File: config.mk
export PLATFORM = sky130hd
export DESIGN_NAME = mic_array_dir_detect
export DESIGN_NICKNAME = d
export VERILOG_FILES = /design/src/rtl/mic_array_dir_detect.sv
export SDC_FILE = /design/constraint.sdc
export NUM_CORES = 1
export LEC_CHECK = 0
export CAP_MARGIN = 0
export CORE_MARGIN = 1
export CORE_UTILIZATION = 30
export CTS_BUF_LIST = sky130_fd_sc_hd__clkbuf_16
export CTS_CLUSTER_SIZE = 14
export DETAILED_ROUTE_END_ITERATION = 16
export SYNTH_ARGS = -nofsm -noshare
export SYNTH_HDL_FRONTEND = slang
export SYNTH_SLANG_ARGS = --single-unit
File: constraint.sdc
create_clock -name clk -period 17.4 [get_ports clk]
set_input_delay 3.48 -clock clk [delete_from_list [all_inputs] [get_ports clk]]
set_output_delay 3.48 -clock clk [all_outputs]
set_load 0.05 [all_outputs]
File: src/rtl/mic_array_dir_detect.sv
// mic_array_dir_detect
//   I2S microphone-array front end with a per-pair loudness direction detector.
//   All timing runs in the clk domain. mic_clk and mic_ws are registered outputs.
//   Internal clock enables (rise_en / fall_en) mark the mic_clk edges, so no
//   logic is clocked by a derived clock.
//
// Ports
//   clk        in   system clock
//   rst        in   asynchronous reset, active-high
//   mic_clk    out  I2S bit clock, period 2*CLK_DIV clk cycles
//   mic_ws     out  I2S word select (0 = left slot, 1 = right slot)
//   mic_da     in   [NUM_PAIRS] serial data, bit p from pair p
//   led        out  [2*NUM_PAIRS] code per pair at [2p+1:2p]:
//                   10 = left louder, 01 = right louder, 11 = undecided
//   frame_vld  out  one-clk pulse when a full L/R frame has been latched
//   win_vld    out  one-clk pulse when led has just been updated
//
// Output events: frame_vld and win_vld are single-cycle strobes with no ready.
// A strobe is valid only in the cycle it is high. The consumer must sample it
// then, because nothing is held or retried.

module mic_array_dir_detect #(
  parameter int CLK_DIV       = 512,
  parameter int BITS_PER_SLOT = 32,
  parameter int SAMPLE_W      = 24,
  parameter int NUM_PAIRS     = 1,
  parameter int SHIFT         = 10,
  parameter int WIN_LOG2      = 2,
  parameter int MIC_GAP       = 100
) (
  input  logic                   clk,
  input  logic                   rst,
  output logic                   mic_clk,
  output logic                   mic_ws,
  input  logic [NUM_PAIRS-1:0]   mic_da,
  output logic [2*NUM_PAIRS-1:0] led,
  output logic                   frame_vld,
  output logic                   win_vld
);

  localparam int DIV_W  = (CLK_DIV > 1) ? $clog2(CLK_DIV) : 1;
  localparam int BIT_W  = $clog2(BITS_PER_SLOT);
  localparam int AMP_W  = SAMPLE_W - SHIFT;
  localparam int ACC_W  = AMP_W + WIN_LOG2;
  localparam int CMP_W  = ACC_W + 1;
  localparam int FC_W   = (WIN_LOG2 > 0) ? WIN_LOG2 : 1;
  localparam int FRAMES = 1 << WIN_LOG2;

  // Bit clock divider
  logic [DIV_W-1:0] div_cnt;
  logic             div_wrap;
  logic             rise_en;
  logic             fall_en;

  assign div_wrap = (div_cnt == DIV_W'(CLK_DIV - 1));
  assign rise_en  = div_wrap & ~mic_clk;
  assign fall_en  = div_wrap &  mic_clk;

  always_ff @(posedge clk or posedge rst) begin
    if (rst) begin
      div_cnt <= '0;
      mic_clk <= 1'b0;
    end else if (div_wrap) begin
      div_cnt <= '0;
      mic_clk <= ~mic_clk;
    end else begin
      div_cnt <= div_cnt + 1'b1;
    end
  end

  // Slot bit index. Word select changes only on a falling bit-clock edge.
  logic [BIT_W-1:0] bit_idx;

  always_ff @(posedge clk or posedge rst) begin
    if (rst) begin
      bit_idx <= '0;
      mic_ws  <= 1'b0;
    end else if (fall_en) begin
      if (bit_idx == BIT_W'(BITS_PER_SLOT - 1)) begin
        bit_idx <= '0;
        mic_ws  <= ~mic_ws;
      end else begin
        bit_idx <= bit_idx + 1'b1;
      end
    end
  end

  // I2S has a one-bit delay. The MSB arrives at bit_idx 1 and the LSB at
  // bit_idx SAMPLE_W. Bit 0 and the trailing bits are not part of the sample.
  logic cap_bit;
  logic cap_last;
  logic cap_done;

  assign cap_bit  = rise_en && (bit_idx >= BIT_W'(1)) && (bit_idx <= BIT_W'(SAMPLE_W));
  assign cap_last = rise_en && mic_ws && (bit_idx == BIT_W'(SAMPLE_W));

  // Window bookkeeping, shared by all pairs
  logic [FC_W-1:0] frame_cnt;
  logic            win_last;
  logic            sum_vld;

  assign win_last = (frame_cnt == FC_W'(FRAMES - 1));

  always_ff @(posedge clk or posedge rst) begin
    if (rst) begin
      cap_done  <= 1'b0;
      frame_vld <= 1'b0;
      frame_cnt <= '0;
      sum_vld   <= 1'b0;
      win_vld   <= 1'b0;
    end else begin
      cap_done  <= cap_last;
      frame_vld <= cap_done;
      sum_vld   <= frame_vld && win_last;
      win_vld   <= sum_vld;
      if (frame_vld) begin
        frame_cnt <= win_last ? '0 : frame_cnt + 1'b1;
      end
    end
  end

  // Per-pair capture, amplitude, accumulation and decision
  for (genvar p = 0; p < NUM_PAIRS; p++) begin : g_pair
    logic [SAMPLE_W-1:0] sr_l, sr_r, samp_l, samp_r;
    logic [AMP_W-1:0]    amp_l, amp_r;
    logic [ACC_W-1:0]    acc_l, acc_r, sum_l, sum_r;
    logic [CMP_W-1:0]    wide_l, wide_r, gap;
    logic [1:0]          code;

    // Arithmetic shift keeps the top AMP_W bits. The most negative value
    // negates to 2^(AMP_W-1), which still fits in AMP_W unsigned bits.
    assign amp_l = samp_l[SAMPLE_W-1] ? AMP_W'(~samp_l[SAMPLE_W-1:SHIFT] + AMP_W'(1))
                                      : samp_l[SAMPLE_W-1:SHIFT];
    assign amp_r = samp_r[SAMPLE_W-1] ? AMP_W'(~samp_r[SAMPLE_W-1:SHIFT] + AMP_W'(1))
                                      : samp_r[SAMPLE_W-1:SHIFT];

    assign wide_l = CMP_W'(sum_l);
    assign wide_r = CMP_W'(sum_r);
    assign gap    = CMP_W'(MIC_GAP);

    always_ff @(posedge clk or posedge rst) begin
      if (rst) begin
        sr_l   <= '0;
        sr_r   <= '0;
        samp_l <= '0;
        samp_r <= '0;
        acc_l  <= '0;
        acc_r  <= '0;
        sum_l  <= '0;
        sum_r  <= '0;
        code   <= 2'b11;
      end else begin
        if (cap_bit) begin
          if (mic_ws) sr_r <= {sr_r[SAMPLE_W-2:0], mic_da[p]};
          else        sr_l <= {sr_l[SAMPLE_W-2:0], mic_da[p]};
        end
        if (cap_done) begin
          samp_l <= sr_l;
          samp_r <= sr_r;
        end
        // The closing frame goes straight into the sum. The accumulator then
        // restarts at 0, so every frame lands in exactly one window.
        if (frame_vld) begin
          if (win_last) begin
            sum_l <= acc_l + ACC_W'(amp_l);
            sum_r <= acc_r + ACC_W'(amp_r);
            acc_l <= '0;
            acc_r <= '0;
          end else begin
            acc_l <= acc_l + ACC_W'(amp_l);
            acc_r <= acc_r + ACC_W'(amp_r);
          end
        end
        if (sum_vld) begin
          if (wide_l > wide_r + gap)      code <= 2'b10;
          else if (wide_r > wide_l + gap) code <= 2'b01;
          else                            code <= 2'b11;
        end
      end
    end

    assign led[2*p+1:2*p] = code;
  end

endmodule

# Word-level counts from Yosys, hierarchy flattened
# Cells that the tools add are included.
# Widths: inputs -> output; s select.
[totals]
reg_bits = 184
out_inout_bits = 6
[op_classes]
addsub = 9
magnitude_cmp = 4
eq_ne = 4
n_mux = 9
n_bitwise = 6
n_reduce_logical = 9
[ops]
columns = ["op", "n"]
rows = [
  ["$add 16x7->17 const B", 2],
  ["$gt 16x17->1", 2],
  ["$add 16x14->16", 2],
  ["$mux 16", 2],
  ["$add 14x1->14 const B", 2],
  ["$mux 14", 2],
  ["$not 14->14", 2],
  ["$eq 5x5->1 const B", 2],
  ["$add 9x1->9 const B", 1],
  ["$eq 9x9->1 const B", 1],
  ["$mux 9", 1],
  ["$reduce_and 2->1", 4],
  ["$mux 2", 3],
  ["$add 5x1->5 const B", 1],
  ["$ge 5x1->1 const B", 1],
  ["$le 5x5->1 const B", 1],
  ["$logic_and 1x1->1", 5],
  ["$mux 5", 1],
  ["$add 2x1->2 const B", 1],
  ["$and 1x1->1", 2],
  ["$eq 2x2->1 const B", 1],
  ["$not 1->1", 2],
]

# Logic depth before layout (Yosys ltp)
# Gate-level depths: netlist (run 1).
[depth]
word_depth = 5
depth_mapped = 14

# Worst setup path before layout (run 1)
# No wires, ideal clock.
[synth_path]
path_kind = "register to output"
startpoint = "register frame_vld"
endpoint = "output frame_vld"
arrival_ns = 0.683
required_time_ns = 13.920
path_slack_ns = 13.237
path_stages_with_launch = 1
path_buffers = 0
path_cell_list = "dfrtp_1"
[synth_rtl]
columns = ["element", "line", "text"]
rows = [
  ["from (decl)", "37", "output logic frame_vld,"],
  ["from (signal assigned)", "113", "frame_vld <= cap_done;"],
]
# No word-level cell between the ends.

# Final worst setup path (run 1)
[layout_path]
startpoint = "register frame_vld"
endpoint = "output frame_vld"
# No word-level cell between the ends.

==> results of run 1 <==
## layout make-up
class,count,area (um^2),area share [%]
multi-input combinational,632,4880,47.5
sequential,164,4110,40.0
tap,390,488,4.75
clock buffer,17,425,4.14
clock inverter,15,154,1.50
timing repair buffer,13,118,1.15
inverter,25,98.8,0.963
## cell families (layout without fill, tap and decap cells)
family,Yosys count,count (layout)
XOR/XNOR,75,75
AO/OA/AOI/OAI,213,213
buffers and inverters,51,70
AND/OR/NAND/NOR,195,195
flip-flops,164,164
multiplexers,77,77
adder cells (fa/ha/maj),72,72
## cells in the final DEF, fill, tap and decap left out, types with 7 or more instances in the layout
cell	n
a21oi_1	38
ha_1	70
clkdlybuf4s50_1	8
a211oi_1	7
o21ai_0	53
o21ai_1	14
mux2_2	70
dfrtp_1	162
clkbuf_16	17
nand3_1	20
nor2_1	24
o21a_1	8
a21o_1	15
or3_1	8
nand2_1	82
and3_1	8
inv_1	23
xor2_1	34
xnor2_1	41
o2bb2ai_1	22
nand2b_1	8
nand4_1	13
## power by group through the flow
stage | logic, W | clock network [W] | registers [W]
6_report | 0.00000801 | 0.000375 | 0.000381
3_5_place_dp | 0.00000876 | 0 | 0.000389
5_1_grt | 0.00000984 | 0.000400 | 0.000381
3_3_place_gp | 0.00000865 | 0 | 0.000389
2_1_floorplan | 0.00000562 | 0 | 0.000389
4_1_cts | 0.00000879 | 0.000384 | 0.000381
## layer usage
layer | vias to the layer above | track usage (%) | part of all wire (%)
li1 | 3107 | - | -
met1 | 3019 | 17.8 | 53
met2 | 77 | 17.7 | 43
met3 | 17 | 2.81 | 2.9
met4 | 0 | 3.20 | 1.1
met5 | - | 0 | 0
## registers in the layout, summed over array words and instances (netlist names), 2 cells and up
name	flops
led	2
frame_cnt	2
g_pair.sum_r	16
g_pair.sum_l	16
div_cnt	9
g_pair.sr_r	24
g_pair.samp_r	14
g_pair.acc_l	16
g_pair.acc_r	16
bit_idx	5
g_pair.sr_l	24
g_pair.samp_l	14
## worst max-delay path by stage
| stage | start | cells after the start | end |
|---|---|---|---|
| 2_1_floorplan | rst | 1 | bit_idx[0] |
| 3_3_place_gp | rst | 3 | frame_cnt[1] |
| 3_5_place_dp | rst | 3 | win_vld |
| 4_1_cts | frame_vld | 1 | frame_vld |
| 5_1_grt | rst | 3 | g_pair[0].acc_l[15] |
| 6_report | frame_vld | 1 | frame_vld |
## through the flow
step,instances,cell area (um^2),hold WS [ns]
CTS,1256,10300,0.459
global route,1256,10300,0.478
detailed placement,1224,9690,0.450
global placement,1224,9690,0.445
floorplan,847,9190,0.352
finish,1256,10300,0.455
==> impl_metrics.toml, run 1 <==
[layout]
fin_nets = 928
fillers = 2993
drive_gt1_share_pct = 14.2
syn_to_final_growth_pct = 11.8
diodes = 0
finalCoreUtilization_pct = 34.4

[timing]
setup_viol_count_final = 0
worst_slew_pin_slew_ns = 1.19
post-route-period-util_pct = 30.1
slew_violations = 0
timing.final.ws_setup_ns = 12.17
max_freq_ghz = 0.191
rsz0062_at_grt = "false"
setup_tns_ns = 0
hold_viol_final = 0
relSlewSlack_pct = 20.3
min_period_ns = 5.23
fin_skew_ns = 0.00688

[detailed_routing]
totalWireLength_um = 17600
num_vias = 6220
wl_per_cell_um = 14.0
routed_via_density = 4.95
first_pass_iters = 4
drt_iter0_markers = 334
drc = 0
ant_nets = 0

[pwr]
switchingPower_w = 0.000170
power_frac_clock_pct = 49.0
ir_drop_uv = 77.3
p_int_w = 0.000594
swShare_pct = 22.2
combinationalPowerShare_pct = 1.0
powerDensity_mw_per_mm2 = 74.4
power_w = 0.000764
leakage_nw = 4.82
p_seq_share_pct = 49.9

[floorplan]
dieArea_mm2 = 0.0313
initial_utilization_pct = 30.7
fp.coreArea_mm2 = 0.0299
ios = 9
die_w_um = 177
fp.dieH_um = 177
fp-row-count = 63

[global_route]
grt_pass1_vias = 6086
grt_pass1_wl_um = 30600
grt_max_degree = 88
grt_use_total_pct = 12.1
antenna_found_initial = 0
grt.overflow.total = 0

[logic_synthesis]
yosys-top-cells-area = "dfrtp_1 44%, ha_1 9.5%, mux2_2 8.6%, xnor2_1 3.9%, nand2_1 3.4%"
synth_top_family_by_area = "compound AO/OA/AOI/OAI gates"
yosys.area.top_type = "dfrtp_1"
synthCells = 847
yosys-top-cells-count = "162 x dfrtp_1, 82 x nand2_1, 70 x ha_1, 70 x mux2_2, 53 x o21ai_0"
seq_area_frac_synth_pct = 44.7
netlist_area_mm2 = 0.00919
synth_top_area_share_pct = 44.1
synth_compound_area_share_pct = 16.0
ys_seq_elements = 164
synthMostInstantiatedCell = "dfrtp_1"
synth_xor_area_share_pct = 7.15
muxShareOfSynthArea_pct = 9.43
synth_nets = 922
ys_types = 73
synth-simple-area-share_pct = 10.5
synth-edff-count = 0
synthArstFlopShare_pct = 100
yosysWarningCount = 0
avgSynthCellArea_um2 = 10.8
synthFlopType = "dfrtp_1"
synth_fa_ha_area_share_pct = 9.97

[clocking]
cts-hold-fix-buffers = 0
cts_root_buffer = "clkbuf_16"
post_cts.repair.setup_buffers = 0
post_cts_resized = 0
path_clk_slew_ns = 0.07
cts_tree = "yes"
clk_path_buf_depth = 2
cts_buffers = 17
cts.sinks = 164
htreeDepth = 4
clk_latency_ns = 0.43

[place]
port-buffer-count = 8
pre_cts_ws_ns = 11.73
place_congestion = 0.824
dp_hpwl_um = 12300

[setup_path]
startpoint_type = "register"
max_stage_delay_ns = 0.85
reg2reg_to = "g_pair[0].acc_r[15]"
cp.required_ns = 13.92
rrSetupSlack_ns = 13.80
crit_family = "buffers and inverters"
crit_fanout = 7
cp-end-kind = "output port"
path_cells = "clkdlybuf4s50_1"
critPathArrivalTime_ns = 1.75
slowest_stage = "clkdlybuf4s50_1"
crit_type = "register to output port"
r2r-start = "g_pair[0].samp_r[13]"
reg2reg_depth = 11
crit_buf_inv = 1

[flow_run]
drv_cap = 0

[run_status]
status = "finished clean"

[hold_path]
hold_depth = 1
worstHoldStart = "div_cnt[0]"
hold-path-endpoint = "div_cnt[0]"
hold_path.class = "register to register"
(Power assumes the default switching activity.)
==> inputs of run 2 (changes only) <==
- clock period: 17.4 -> 5.1 ns (I/O delays scaled with it)
==> run 2 against run 1 <==
  * Clock-buffer cell count did not move
  * Via count barely moved
  * Clock power rose to 3.3 times the previous value
  * Register-to-register slack got worse by 12 ns
  * Largest power group unchanged
  * Final area barely moved
  * Die area did not move
  * First-iteration DRC count rose by 13%
==> impl_metrics.toml, run 2 (synthesis gave the netlist of run 1 again) <==
[clocking]
post_cts_resized = 0
post_cts.repair.setup_buffers = 0
cts_buffers = 17
htreeDepth = 4
path_clk_slew_ns = 0.06
cts_root_buffer = "clkbuf_16"
clk_path_buf_depth = 2
cts_tree = "yes"
cts.sinks = 164
clk_latency_ns = 0.43
cts-hold-fix-buffers = 0

[layout]
final_cell_mix = "162 x dfrtp_1, 82 x nand2_1, 70 x mux2_2, 70 x ha_1, 53 x o21ai_0"
diodes = 0
fin_nets = 928
fin_area_mm2 = 0.0103
fillers = 2949
reg.largest.list = "g_pair.sr_l (24), g_pair.sr_r (24)"
syn_to_final_growth_pct = 11.7
drive_gt1_share_pct = 14.1
multi_input_area_mm2 = 0.00488
ff_latch_area_mm2 = 0.00411
mostFrequentLayoutCell = "dfrtp_1"
final_cell_count_no_fill = 1256

[setup_path]
crit_fanout = 6
startpoint_type = "register"
cp.required_ns = 5.45
critPathArrivalTime_ns = 3.90
crit_type = "register to register"
cp-end-kind = "register"

[pwr]
powerDensity_mw_per_mm2 = 249
ir_drop_uv = 243
power_frac_clock_pct = 47.9
p_seq_share_pct = 51.0
leakage_nw = 4.82
switchingPower_w = 0.000572
combinationalPowerShare_pct = 1.2
swShare_pct = 22.4
p_int_w = 0.00198

[global_route]
grt_pass1_vias = 6136
grt_max_degree = 98
grt_pass1_wl_um = 30400
grt.overflow.total = 0
antenna_found_initial = 0
grt_use_total_pct = 12.0

[timing]
setup_viol_count_final = 0
min_period_ns = 3.56
max_freq_ghz = 0.281
holdWs_ns = 0.458
worst_slew_pin_slew_ns = 1.16
timing.final.ws_setup_ns = 1.54
setup_tns_ns = 0
hold_viol_final = 0
relSlewSlack_pct = 22.5
rsz0062_at_grt = "false"
slew_violations = 0
fin_skew_ns = 0.0134
post-route-period-util_pct = 69.8

[floorplan]
dieArea_mm2 = 0.0313
fp.coreArea_mm2 = 0.0299
die_w_um = 177
fp-row-count = 63
fp.dieH_um = 177
ios = 9
initial_utilization_pct = 30.7

[detailed_routing]
ant_nets = 0
drt_iter0_markers = 377
routed_via_density = 4.95
first_pass_iters = 4
wl_per_cell_um = 14.0
totalWireLength_um = 17600
drc = 0
num_vias = 6221

[flow_run]
drv_cap = 0

[place]
place_area_mm2 = 0.00970
dpl.cell_count = 1224
pre_cts_ws_ns = 1.61
place_congestion = 0.812
port-buffer-count = 8
dp_hpwl_um = 12400

[run_status]
status = "finished clean"

[hold_path]
hold_path.class = "register to register"
-- run 2: critical path: stages (launching register included) --
cell,delay (ns)
dfrtp_1,0.44
or4_4,0.56
or4_4,0.46
o31ai_4,0.20
xnor2_1,0.15
ha_1,0.32
a21oi_1,0.48
a21oi_1,0.14
o21ai_0,0.37
nand4_1,0.14
o311a_1,0.13
o211ai_1,0.09
-- run 2: power by group through the flow --
stage	logic (W)	registers (W)	clock network, W
6_report	0.0000294	0.00130	0.00122
5_1_grt	0.0000358	0.00130	0.00130
2_1_floorplan	0.0000194	0.00133	0
3_3_place_gp	0.0000318	0.00133	0
3_5_place_dp	0.0000319	0.00133	0
4_1_cts	0.0000320	0.00130	0.00125
-- run 2: per-stage QoR --
| stage | total power (W) | util [%] |
|---|---|---|
| final | 0.00255 | 34.3 |
| after global routing | 0.00264 | 34.3 |
| after CTS | 0.00259 | 34.3 |
| after detailed placement | 0.00136 | 32.5 |
| after global placement | 0.00136 | 32.5 |
| after floorplan | 0.00135 | - |
-- run 2: cell type report --
cell class	count	share of cell area, %
clock buffers	17	4.15
clock inverters	15	1.29
inverters	25	0.951
multi-input cells	632	47.6
flip-flops and latches	164	40.0
well taps	390	4.76
repair buffers	13	1.27
-- run 2: path summary, 6_finish.rpt --
kind	slack [ns]	endpoint	startpoint	cells after the start
max reg2reg	1.54	g_pair[0].sum_r[14]	g_pair[0].samp_r[13]	11
max in group asynchronous	2.96	g_pair[0].samp_r[15]	rst	3
max	1.54	g_pair[0].sum_r[14]	g_pair[0].samp_r[13]	11
min	0.46	win_vld	sum_vld	0
min reg2reg	0.46	win_vld	sum_vld	0
min in group asynchronous	1.14	g_pair[0].sr_l[16]	rst	2
-- run 2: layer usage --
metal  global-route usage [%]  routed length, um  up-vias
met1                     16.8               8990     3027
met2                     18.3               7840       67
met3                     2.38                546       16
met4                     4.38                248        0
li1                         -                  -     3111
met5                        0                  0        -
==> inputs of run 3 (changes only) <==
- clock period: 5.1 -> 3.6 ns (I/O delays scaled with it)
==> run 3 against run 2 <==
  * Non-clock buffer count rose by 6
  * Via count fell by 0.45%
  * Clock power rose by 48%
  * Routed wire length rose by 0.19%
  * Total power rose by 45%
  * Critical path type unchanged
  * Critical endpoint is now g_pair[0].acc_r[15]
  * Highest routed layer unchanged
==> impl_metrics.toml, run 3 (synthesis gave the netlist of run 1 again) <==
[global_route]
grt_util_met1_pct = 17.2
grt_pass1_wl_um = 30600
grt.overflow.total = 0
grt_max_degree = 136
gr-usage-met3_pct = 2.45
grt_pass1_vias = 6010
antenna_found_initial = 0
grt_use_total_pct = 12.1
grt_use_met2_pct = 18.7
grt.busiest_layer = "met2"

[timing]
worst_slew_pin_slew_ns = 0.999
relSlewSlack_pct = 33.2
setup_tns_ns = 0
hold_viol_final = 0
setup_viol_count_final = 0
fin_skew_ns = 0.0112
slew_violations = 0
timing.final.ws_setup_ns = 0.221
post-route-period-util_pct = 93.9
min_period_ns = 3.38
holdWs_ns = 0.450
max_freq_ghz = 0.296

[hold_path]
hold_path.class = "register to register"
worstHoldStart = "div_cnt[0]"

[detailed_routing]
num_vias = 6193
first_pass_iters = 5
drc = 0
drt_iter0_markers = 281
wl_per_cell_um = 14.0
ant_nets = 0
totalWireLength_um = 17700
routed_via_density = 4.91

[setup_path]
crit_fanout = 6
cp-end-kind = "register"
cp.required_ns = 3.94
crit_type = "register to register"
r2r-start = "g_pair[0].samp_r[13]"
critPathArrivalTime_ns = 3.72
cp-startpoint = "g_pair[0].samp_r[13]"
startpoint_type = "register"

[floorplan]
initial_utilization_pct = 30.7
fp.coreArea_mm2 = 0.0299
fp-row-count = 63
die_w_um = 177
fp.dieH_um = 177
ios = 9
dieArea_mm2 = 0.0313

[layout]
syn_to_final_growth_pct = 12.7
finalCoreUtilization_pct = 34.6
fillers = 2967
reg.largest.list = "g_pair.sr_l (24), g_pair.sr_r (24)"
diodes = 0
final_cell_mix = "162 x dfrtp_1, 82 x nand2_1, 70 x mux2_2, 70 x ha_1, 52 x o21ai_0"
fin_nets = 934
mostFrequentLayoutCell = "dfrtp_1"
drive_gt1_share_pct = 15.3
ff_latch_area_mm2 = 0.00411
multi_input_area_mm2 = 0.00490

[clocking]
clk_latency_ns = 0.42
htreeDepth = 4
path_clk_slew_ns = 0.06
cts.sinks = 164
cts_buffers = 17
clk_path_buf_depth = 2
cts_tree = "yes"
cts_root_buffer = "clkbuf_16"

[place]
pre_cts_ws_ns = 0.169
port-buffer-count = 8
dp_hpwl_um = 12500
place_congestion = 0.855

[run_status]
status = "finished clean"

[flow_run]
drv_cap = 0

[pwr]
power_w = 0.00370
ir_drop_uv = 255
leakage_nw = 4.86
powerDensity_mw_per_mm2 = 357
## run 3: cell types whose count changed in the layout (fill, tap and decap cells not counted), sizes merged
cell	previous run	this run
buf	5	11
bufinv	1	2
clkinv	5	4
clkinvlp	3	4
inv	31	30
## run 3: stage by stage
step                std cells  cell area [um^2]
floorplan                 847              9190
global placement         1229              9740
detailed placement       1229              9740
CTS                      1261             10300
global route             1262             10400
finish                   1262             10400
## run 3: layout make-up
| cell class | instances | share of cell area, % |
|---|---|---|
| multi-input cells | 632 | 47.4 |
| repair buffers | 19 | 1.69 |
| inverters | 25 | 0.943 |
| clock inverters | 15 | 1.51 |
| clock buffers | 17 | 4.11 |
| flip-flops and latches | 164 | 39.7 |
| well taps | 390 | 4.71 |
## run 3: final timing paths
check,to,slack [ns],depth (start not counted)
max,g_pair[0].acc_r[15],0.22,11
min,div_cnt[0],0.45,1
max reg2reg,g_pair[0].acc_r[15],0.22,11
min reg2reg,div_cnt[0],0.45,1
max in group asynchronous,g_pair[0].sr_r[23],2.19,3
min in group asynchronous,div_cnt[3],0.79,3
## run 3: critical path, cell delays in order, from the launching register on
cell and delay, ns:
dfrtp_1 0.45, or4_4 0.57, or4_4 0.46, nand2_1 0.10, xnor2_1 0.07, ha_1 0.36
and3_1 0.23, o211ai_1 0.14, a2111oi_2 0.36, o21ai_1 0.15, or3_1 0.32, o21ai_1 0.08
## run 3: layer usage
metal | vias up | wire, um
met5 | - | 0
met4 | 0 | 212
met3 | 12 | 396
met2 | 60 | 7890
met1 | 2994 | 9160
li1 | 3127 | -
## run 3: power by group
part / switching (W) / leakage, nW / internal [W] / total (W)
Combinational: 0.0000357 / 2.31 / 0.00000553 / 0.0000412
Sequential: 0.000000249 / 2.27 / 0.00184 / 0.00184
Clock: 0.000781 / 0.280 / 0.00103 / 0.00181
## run 3: repair_timing
item / in CTS / in global routing
setup buffers: 0 / 1
endpoints found under the setup margin: 0 / 7
hold buffers: 0 / 0
gates resized for setup: 0 / 7
